## config.mk

```make
export PLATFORM = sky130hd
export DESIGN_NAME = axi_wr_fifo_router
export DESIGN_NICKNAME = d
export VERILOG_FILES = /design/src/rtl/axi_wr_fifo_router.sv
export SDC_FILE = /design/constraint.sdc
export NUM_CORES = 1
export LEC_CHECK = 0
export ABC_AREA = 1
export CORE_AREA = 2 2 51 88
export DETAILED_ROUTE_END_ITERATION = 8
export DIE_AREA = 0 0 53 90
export DONT_BUFFER_PORTS = 1
export PLACE_DENSITY = 0.73
export REMOVE_ABC_BUFFERS = 1
export SLEW_MARGIN = 20
export SYNTH_ARGS = -nofsm -noshare
export SYNTH_HDL_FRONTEND = slang
export SYNTH_SLANG_ARGS = --single-unit
```

## constraint.sdc

```tcl
create_clock -name clk -period 1.4 [get_ports clk]
set_input_delay 0.28 -clock clk [delete_from_list [all_inputs] [get_ports clk]]
set_output_delay 0.28 -clock clk [all_outputs]
set_load 0.01 [all_outputs]
```

## src/rtl/axi_wr_fifo_router.sv

```systemverilog
// AXI4 write-burst slave that steers each burst's beats into one of NCH
// destination FIFOs chosen by awaddr[7:4], and answers with a write response.
module axi_wr_fifo_router #(
    parameter int DATA_W = 32,
    parameter int ID_W   = 4,
    parameter int IDX_W  = 10,
    parameter int NCH    = 2
) (
    input  logic                  clk,
    input  logic                  reset,

    input  logic [ID_W-1:0]       axs_s0_awid,
    input  logic [31:0]           axs_s0_awaddr,
    input  logic [7:0]            axs_s0_awlen,
    input  logic                  axs_s0_awvalid,
    output logic                  axs_s0_awready,

    input  logic [DATA_W-1:0]     axs_s0_wdata,
    input  logic [DATA_W/8-1:0]   axs_s0_wstrb,
    input  logic                  axs_s0_wlast,
    input  logic                  axs_s0_wvalid,
    output logic                  axs_s0_wready,

    output logic [ID_W-1:0]       axs_s0_bid,
    output logic [1:0]            axs_s0_bresp,
    output logic                  axs_s0_bvalid,
    input  logic                  axs_s0_bready,

    input  logic [NCH-1:0]        ch_full,
    output logic [NCH-1:0]        ch_push,
    output logic [NCH-1:0]        ch_clr,
    output logic [DATA_W-1:0]     ch_data,
    output logic [DATA_W/8-1:0]   ch_strb,
    output logic                  ch_last,
    output logic [IDX_W-1:0]      ch_index
);

    localparam logic [2:0] S_INIT  = 3'd0;
    localparam logic [2:0] S_IDLE  = 3'd1;
    localparam logic [2:0] S_WDATA = 3'd2;
    localparam logic [2:0] S_BRESP = 3'd3;

    localparam logic [4:0] NCH_L = 5'(NCH);

    logic [2:0]        r_state;
    logic [ID_W-1:0]   r_awid;
    logic [31:0]       r_awaddr;
    logic [7:0]        r_awlen;
    logic [7:0]        r_beatCnt;
    logic              r_protoErr;
    logic [IDX_W-1:0]  r_index;

    logic [3:0]        w_sel;
    logic              w_modeLast;
    logic              w_decErr;
    logic [NCH-1:0]    w_selOh;
    logic              w_selFull;
    logic              w_inData;
    logic              w_beat;
    logic              w_finalBeat;
    logic              w_unused;

    assign w_sel      = r_awaddr[7:4];
    assign w_modeLast = r_awaddr[0];
    assign w_decErr   = ({1'b0, w_sel} >= NCH_L);

    // One-hot channel select; all zero when the address decodes past NCH.
    always_comb begin
        w_selOh = '0;
        for (int i = 0; i < NCH; i++) begin
            w_selOh[i] = ({1'b0, w_sel} == 5'(i));
        end
    end

    assign w_selFull   = |(ch_full & w_selOh);
    assign w_inData    = (r_state == S_WDATA);
    assign w_finalBeat = (r_beatCnt == 8'd0);

    // Decode-error bursts are drained at full rate so the master never stalls.
    assign axs_s0_wready  = w_inData & (w_decErr | ~w_selFull);
    assign w_beat         = axs_s0_wvalid & axs_s0_wready;

    assign axs_s0_awready = (r_state == S_IDLE);
    assign axs_s0_bvalid  = (r_state == S_BRESP);
    assign axs_s0_bid     = axs_s0_bvalid ? r_awid : '0;

    always_comb begin
        axs_s0_bresp = 2'b00;
        if (axs_s0_bvalid) begin
            if (w_decErr) begin
                axs_s0_bresp = 2'b11;
            end else if (r_protoErr) begin
                axs_s0_bresp = 2'b10;
            end
        end
    end

    assign ch_push  = (w_beat & ~w_decErr) ? w_selOh : '0;
    assign ch_data  = axs_s0_wdata;
    assign ch_strb  = axs_s0_wstrb;
    assign ch_last  = w_beat & ~w_decErr & w_finalBeat & w_modeLast;
    assign ch_clr   = ((r_state == S_INIT) && !reset) ? '1 : '0;
    assign ch_index = r_index;

    assign w_unused = ^{r_awaddr[31:8], r_awaddr[3:1], r_awlen};

    // Burst length always comes from awlen; wlast is only cross-checked.
    always_ff @(posedge clk or posedge reset) begin
        if (reset) begin
            r_state    <= S_INIT;
            r_awid     <= '0;
            r_awaddr   <= '0;
            r_awlen    <= '0;
            r_beatCnt  <= '0;
            r_protoErr <= 1'b0;
            r_index    <= '0;
        end else begin
            case (r_state)
                S_INIT: begin
                    r_index <= '0;
                    r_state <= S_IDLE;
                end
                S_IDLE: begin
                    if (axs_s0_awvalid) begin
                        r_awid     <= axs_s0_awid;
                        r_awaddr   <= axs_s0_awaddr;
                        r_awlen    <= axs_s0_awlen;
                        r_beatCnt  <= axs_s0_awlen;
                        r_protoErr <= 1'b0;
                        r_state    <= S_WDATA;
                    end
                end
                S_WDATA: begin
                    if (w_beat) begin
                        if (axs_s0_wlast != w_finalBeat) begin
                            r_protoErr <= 1'b1;
                        end
                        if (w_finalBeat) begin
                            r_state <= S_BRESP;
                            if (w_modeLast && !w_decErr) begin
                                r_index <= r_index + 1'b1;
                            end
                        end else begin
                            r_beatCnt <= r_beatCnt - 8'd1;
                        end
                    end
                end
                S_BRESP: begin
                    if (axs_s0_bready) begin
                        r_state <= S_IDLE;
                    end
                end
                default: begin
                    r_state <= S_INIT;
                end
            endcase
        end
    end

endmodule

```

Yosys cells after proc, flatten, opt, wreduce, memory -nomap -nowiden:

Cells that the tools add are included.

* add/sub/neg operators: 2
* bitwise gates (word level): 9
* order comparisons: 1
* multiplexer cells: 23
* equality and inequality tests: 12
* reductions and logical operators: 15

Operator list (count)
* $mux W10: 3
* $mux W8: 3
* $pmux W10 S2: 1
* $pmux W8 S2: 1
* $reduce_and A4 Y1: 4
* $mux W3: 4
* $pmux W3 S4: 1
* $add A10 B1 Y10 const B: 1
* $mux W2: 5
* $ne A2 B1 Y1 const B: 5
* $logic_not A8 Y1: 1
* $sub A8 B1 Y8 const B: 1
* $eq A3 B2 Y1 const B: 2
* $and A1 B1 Y1: 5
* $eq A4 B1 Y1 const B: 1
* $ge A4 B2 Y1 const B: 1
* $logic_not A4 Y1: 1
* $mux W4: 1
* $ne A2 B2 Y1 const B: 2
* $reduce_bool A2 Y1: 2
* $eq A3 B1 Y1 const B: 1
* $logic_not A3 Y1: 1
* $mux W1: 3
* $and A2 B2 Y2: 1
* 8 further kinds: 11

* logic and storage cells: 68
* input port bits: 88
* flip-flop bits (word level): 34
* output and inout port bits: 60

Logic depth before layout (Yosys ltp):

* depth after elaboration: 10
* mapped depth: 10
* gate-level depth less buffers: 10

Least setup slack after synthesis:

Ideal clock, no wire load.

* path type: register to output
* start: register r_state[0]
* end: output ch_push[0]
* required time: 1120 ps
* path slack: -321 ps
* buffers on the path: 0
* data arrival time: 1441 ps
* cell stages (with the launch flop): 7
* cell sequence: dfrtp_1 -> inv_1 -> ha_1 -> inv_2 -> nor2_4 -> nand2_1 -> nor4_1

* word-level cells in the longest chain between the ends: 5

Ends and longest elaborated chain
* start: declaration: RTL line 45 `logic [2:0] r_state;`
* start signal: assignment: RTL line 110 `r_state <= S_INIT;`
* start signal: assignment: RTL line 121 `r_state <= S_IDLE;`
* start signal: assignment: RTL line 130 `r_state <= S_WDATA;`
* $eq A3 B2 Y1: RTL line 76 `assign w_inData = (r_state == S_WDATA);`
* named net w_inData: RTL line 58 `logic w_inData;`
* $and A1 B1 Y1: RTL line 80 `assign axs_s0_wready = w_inData & (w_decErr | ~w_selFull);`
* named net axs_s0_wready: RTL line 22 `output logic axs_s0_wready,`
* $and A1 B1 Y1: RTL line 81 `assign w_beat = axs_s0_wvalid & axs_s0_wready;`
* $and A1 B1 Y1: RTL line 98 `assign ch_push = (w_beat & ~w_decErr) ? w_selOh : '0;`
* $mux W2: RTL line 98
* end: declaration: RTL line 30 `output logic [NCH-1:0] ch_push,`

The timed path passes the listed nets, and every way through them passes these cells.

Worst setup path in the final report:

* start: register r_state[0]
* end: output ch_push[0]

* word-level cells in the longest chain between the ends: 5

Ends and longest elaborated chain (RTL line)
* $eq A3 B2 Y1: 76
* named net w_inData: 58
* $and A1 B1 Y1: 80
* $and A1 B1 Y1: 81
* $and A1 B1 Y1: 98
* $mux W2: 98

The timed path passes the listed nets, and every way through them passes these cells.

==> impl_metrics.py <==
metrics = {
    "detailed_routing": {
        "first_iter_violations": 139,
        "viasPerCell": 5.96,
        "first_pass_iters": 5,
        "vias": 2247,
        "wl_per_cell_um": 25.7,
        "detail-route-antenna-nets": 0,
        "drt-total-wl_um": 9710,
        "drcViolationCount": 0,
    },
    "grt": {
        "grt_first_pass_wirelength_um": 12400,
        "grt.overflow.total": 0,
        "antenna_found_initial": 0,
        "track_usage": 0.374,
        "grt_pass1_vias": 2246,
        "grt_max_degree": 31,
    },
    "place": {
        "dpl.hpwl_um": 5440,
        "gp_congestion": 0.828,
        "dp_cells": 350,
        "dp_slack_ns": -0.265,
        "place.port_buffers": 0,
    },
    "timing": {
        "period_minus_slack_ns": 1.86,
        "setup_viol": 44,
        "slew_headroom": 0.720,
        "whs_ns": 0.127,
        "setup_tns_ns": -11.60,
        "max_freq_mhz": 538,
        "fin_ws_ns": -0.459,
        "tightest_slew_ns": 0.420,
        "rsz0062_at_grt": "true",
        "post-route-period-util": 1.33,
        "hold_viol": 0,
        "slew_violations": 0,
        "skew_ns": 0.00989,
    },
    "critical_path": {
        "critPathTopFamily": "simple AND/OR/NAND/NOR gates",
        "path_cells": "inv_2, ha_4, inv_4, nor2_4, nand2_4, nor4_4, buf_4",
        "timing.critical_path.to_type": "output pin",
        "crit_required_ns": 1.12,
        "cp.arrival_ns": 1.58,
        "crit_buf_inv": 3,
        "crit_slowest_cell": "dfrtp_1",
        "path_class": "reg2out",
        "cpPeakStageDelay_ns": 0.40,
        "cp-start-kind": "flip-flop",
        "r2r_setup_slack_ns": -0.29,
        "crit_fanout": 2,
    },
    "cts": {
        "cts_made_buffers": 5,
        "htreeDepth": 2,
        "insertion_delay_ns": 0.30,
        "cts.sinks": 30,
        "clkTransAtPathRegs_ns": 0.07,
        "cts-root-buf": "clkbuf_8",
        "clock_path_buffers": 2,
        "cts_tree": "built",
    },
    "cells_and_area": {
        "fillers": 246,
        "drive_above_1_share": 0.567,
        "fin_cells": 377,
        "antenna_cells": 0,
        "nets": 425,
        "area_growth_pct": 43.5,
    },
    "logic_synthesis": {
        "synth-compound-area-share": 0.113,
        "synth_cell_types": 29,
        "synthAdderAreaFrac": 0.0451,
        "yosys_warnings": 0,
        "synth.largest_area_cell": "dfrtp_1",
        "synthMuxAreaShare": 0.0497,
        "synth_simple_gate_area_frac": 0.249,
        "synth_top_area_frac": 0.339,
        "synth_xor_area_frac": 0.00395,
        "synth_area_um2": 2220,
        "ys_ff_latch": 30,
        "syn_area_per_cell_um2": 7.75,
        "synth_top_family_by_area": "simple AND/OR/NAND/NOR gates",
        "synthCells": 286,
        "yosysSeqAreaShare": 0.339,
        "netlist_top_cells_area": "dfrtp_1 34%, buf_4 13%, nand2_1 9.0%, inv_1 5.4%, nand3_1 5.0%",
    },
    "floorplan": {
        "initial_core_util": 0.544,
        "fp.dieW_um": 53,
        "ios": 148,
        "die_h_um": 90,
        "dieArea_um2": 4770,
        "coreArea_um2": 4070,
        "row_count": 31,
    },
    "pwr": {
        "vdd_drop_max_v": 0.00171,
        "powerDensity_nw_per_um2": 2270,
        "power.leakage_uw": 0.00152,
    },
    "outcome": {
        "violations": "negative setup slack",
        "status": "finished, violations left",
    },
    "flow_run": {
        "drv_cap": 0,
    },
    "min_path": {
        "hold_class": "in2reg",
    },
}
-- kinds of logic (layout without fill, tap and decap cells) --
group,after synthesis,in the layout
AND/OR/NAND/NOR,121,122
adder cells (fa/ha/maj),8,8
AO/OA/AOI/OAI,39,39
multiplexers,10,10
flip-flops,30,30
buffers and inverters,77,118
XOR/XNOR,1,1
-- where the power goes --
group | total (µW) | switching (µW) | internal [µW]
registers | 1450 | 286 | 1170
clock network | 720 | 341 | 379
logic | 5060 | 2700 | 2360
total | 7230 | 3330 | 3900
-- per-stage QoR --
stage	instance area [µm²]	power (µW)	util
floorplan	1910	3120	-
global placement	2390	4290	0.587
detailed placement	2390	4370	0.587
CTS	2950	6220	0.724
global route	3180	7630	0.781
finish	3180	7230	0.781
-- final cells by class --
class,instances,area (µm²),area share
Multi-Input combinational cell,180,1470,0.461
Inverter,36,153,0.0480
Tap cell,49,61.3,0.0193
Clock buffer,6,82.6,0.0260
Timing Repair Buffer,76,668,0.210
Sequential cell,30,751,0.236
-- worst reg2reg max path: stages, from the launching register on --
cell	delay, ns
dfrtp_1	0.40
inv_2	0.09
ha_4	0.14
nand2_2	0.04
nor2_2	0.11
nand2_2	0.10
nor2_4	0.17
nand3_4	0.12
buf_8	0.16
buf_6	0.14
nand3_2	0.06
o21ai_2	0.05
-- final timing paths --
kind                                  start            to  depth (start not counted)
max reg2reg                    r_beatCnt[0]   ch_index[7]                         11
min reg2reg                     r_awaddr[0]   r_awaddr[0]                          1
min                        axs_s0_awaddr[5]   r_awaddr[5]                          1
min in group asynchronous             reset    r_state[1]                          3
max                              r_state[0]    ch_push[0]                          7
max in group asynchronous             reset  r_beatCnt[3]                          3
-- per-layer routing --
| metal | GRT usage | share of wire | vias up |
|---|---|---|---|
| met5 | 0.0385 | 0 | - |
| met4 | 0.468 | 0.16 | 0 |
| met3 | 0.181 | 0.12 | 96 |
| met2 | 0.575 | 0.46 | 143 |
| met1 | 0.272 | 0.26 | 1037 |
| li1 | - | - | 971 |
-- flip-flops by register name (all words and copies together), names as in the netlist --
name,cells
ch_index,10
r_beatCnt,8
r_state,2
r_protoErr,1
r_awaddr,5
r_awid,4
-- cell usage after synthesis, drive strengths merged --
master	number
nor3	2
mux2i	2
dfrtp	30
nor3b	1
o21ai	29
inv	36
nand2	55
a21oi	6
ha	8
nor2	33
mux2	8
nor4	2
buf	39
nand4	3
nand3	24
or2	1
xor2	1
o21bai	2
clkbuf	2
o22ai	2
-- layout by cell type (no fill, tap or decap), types with 2 or more instances in the layout --
cell	count
nand3_2	9
nand3_4	4
inv_4	3
mux2_4	8
ha_1	2
inv_2	12
a21oi_4	2
nor4_4	2
dfrtp_1	30
nand2_1	28
nor3_1	2
o21ai_0	11
buf_4	55
o21ai_2	14
o22ai_1	2
nor2_2	6
nand3_1	12
a21oi_1	4
buf_8	3
nand2_8	2
buf_6	16
inv_6	2
nand4_1	3
nor2_1	21
nand2_2	16
o21ai_1	3
nand2_4	9
ha_4	6
inv_1	19
clkbuf_8	6
mux2i_1	2
nor2_4	6
-- what timing repair did --
action / CTS / global route
gates resized for setup: 91 / 56
setup buffers: 22 / 7
pin swaps: 23 / 23
endpoints found under the hold margin: 30 / 0
setup endpoints to repair: 43 / 44
hold buffers: 1 / 0
cloned: 1 / 0
Power figures use the tool's default switching activity.
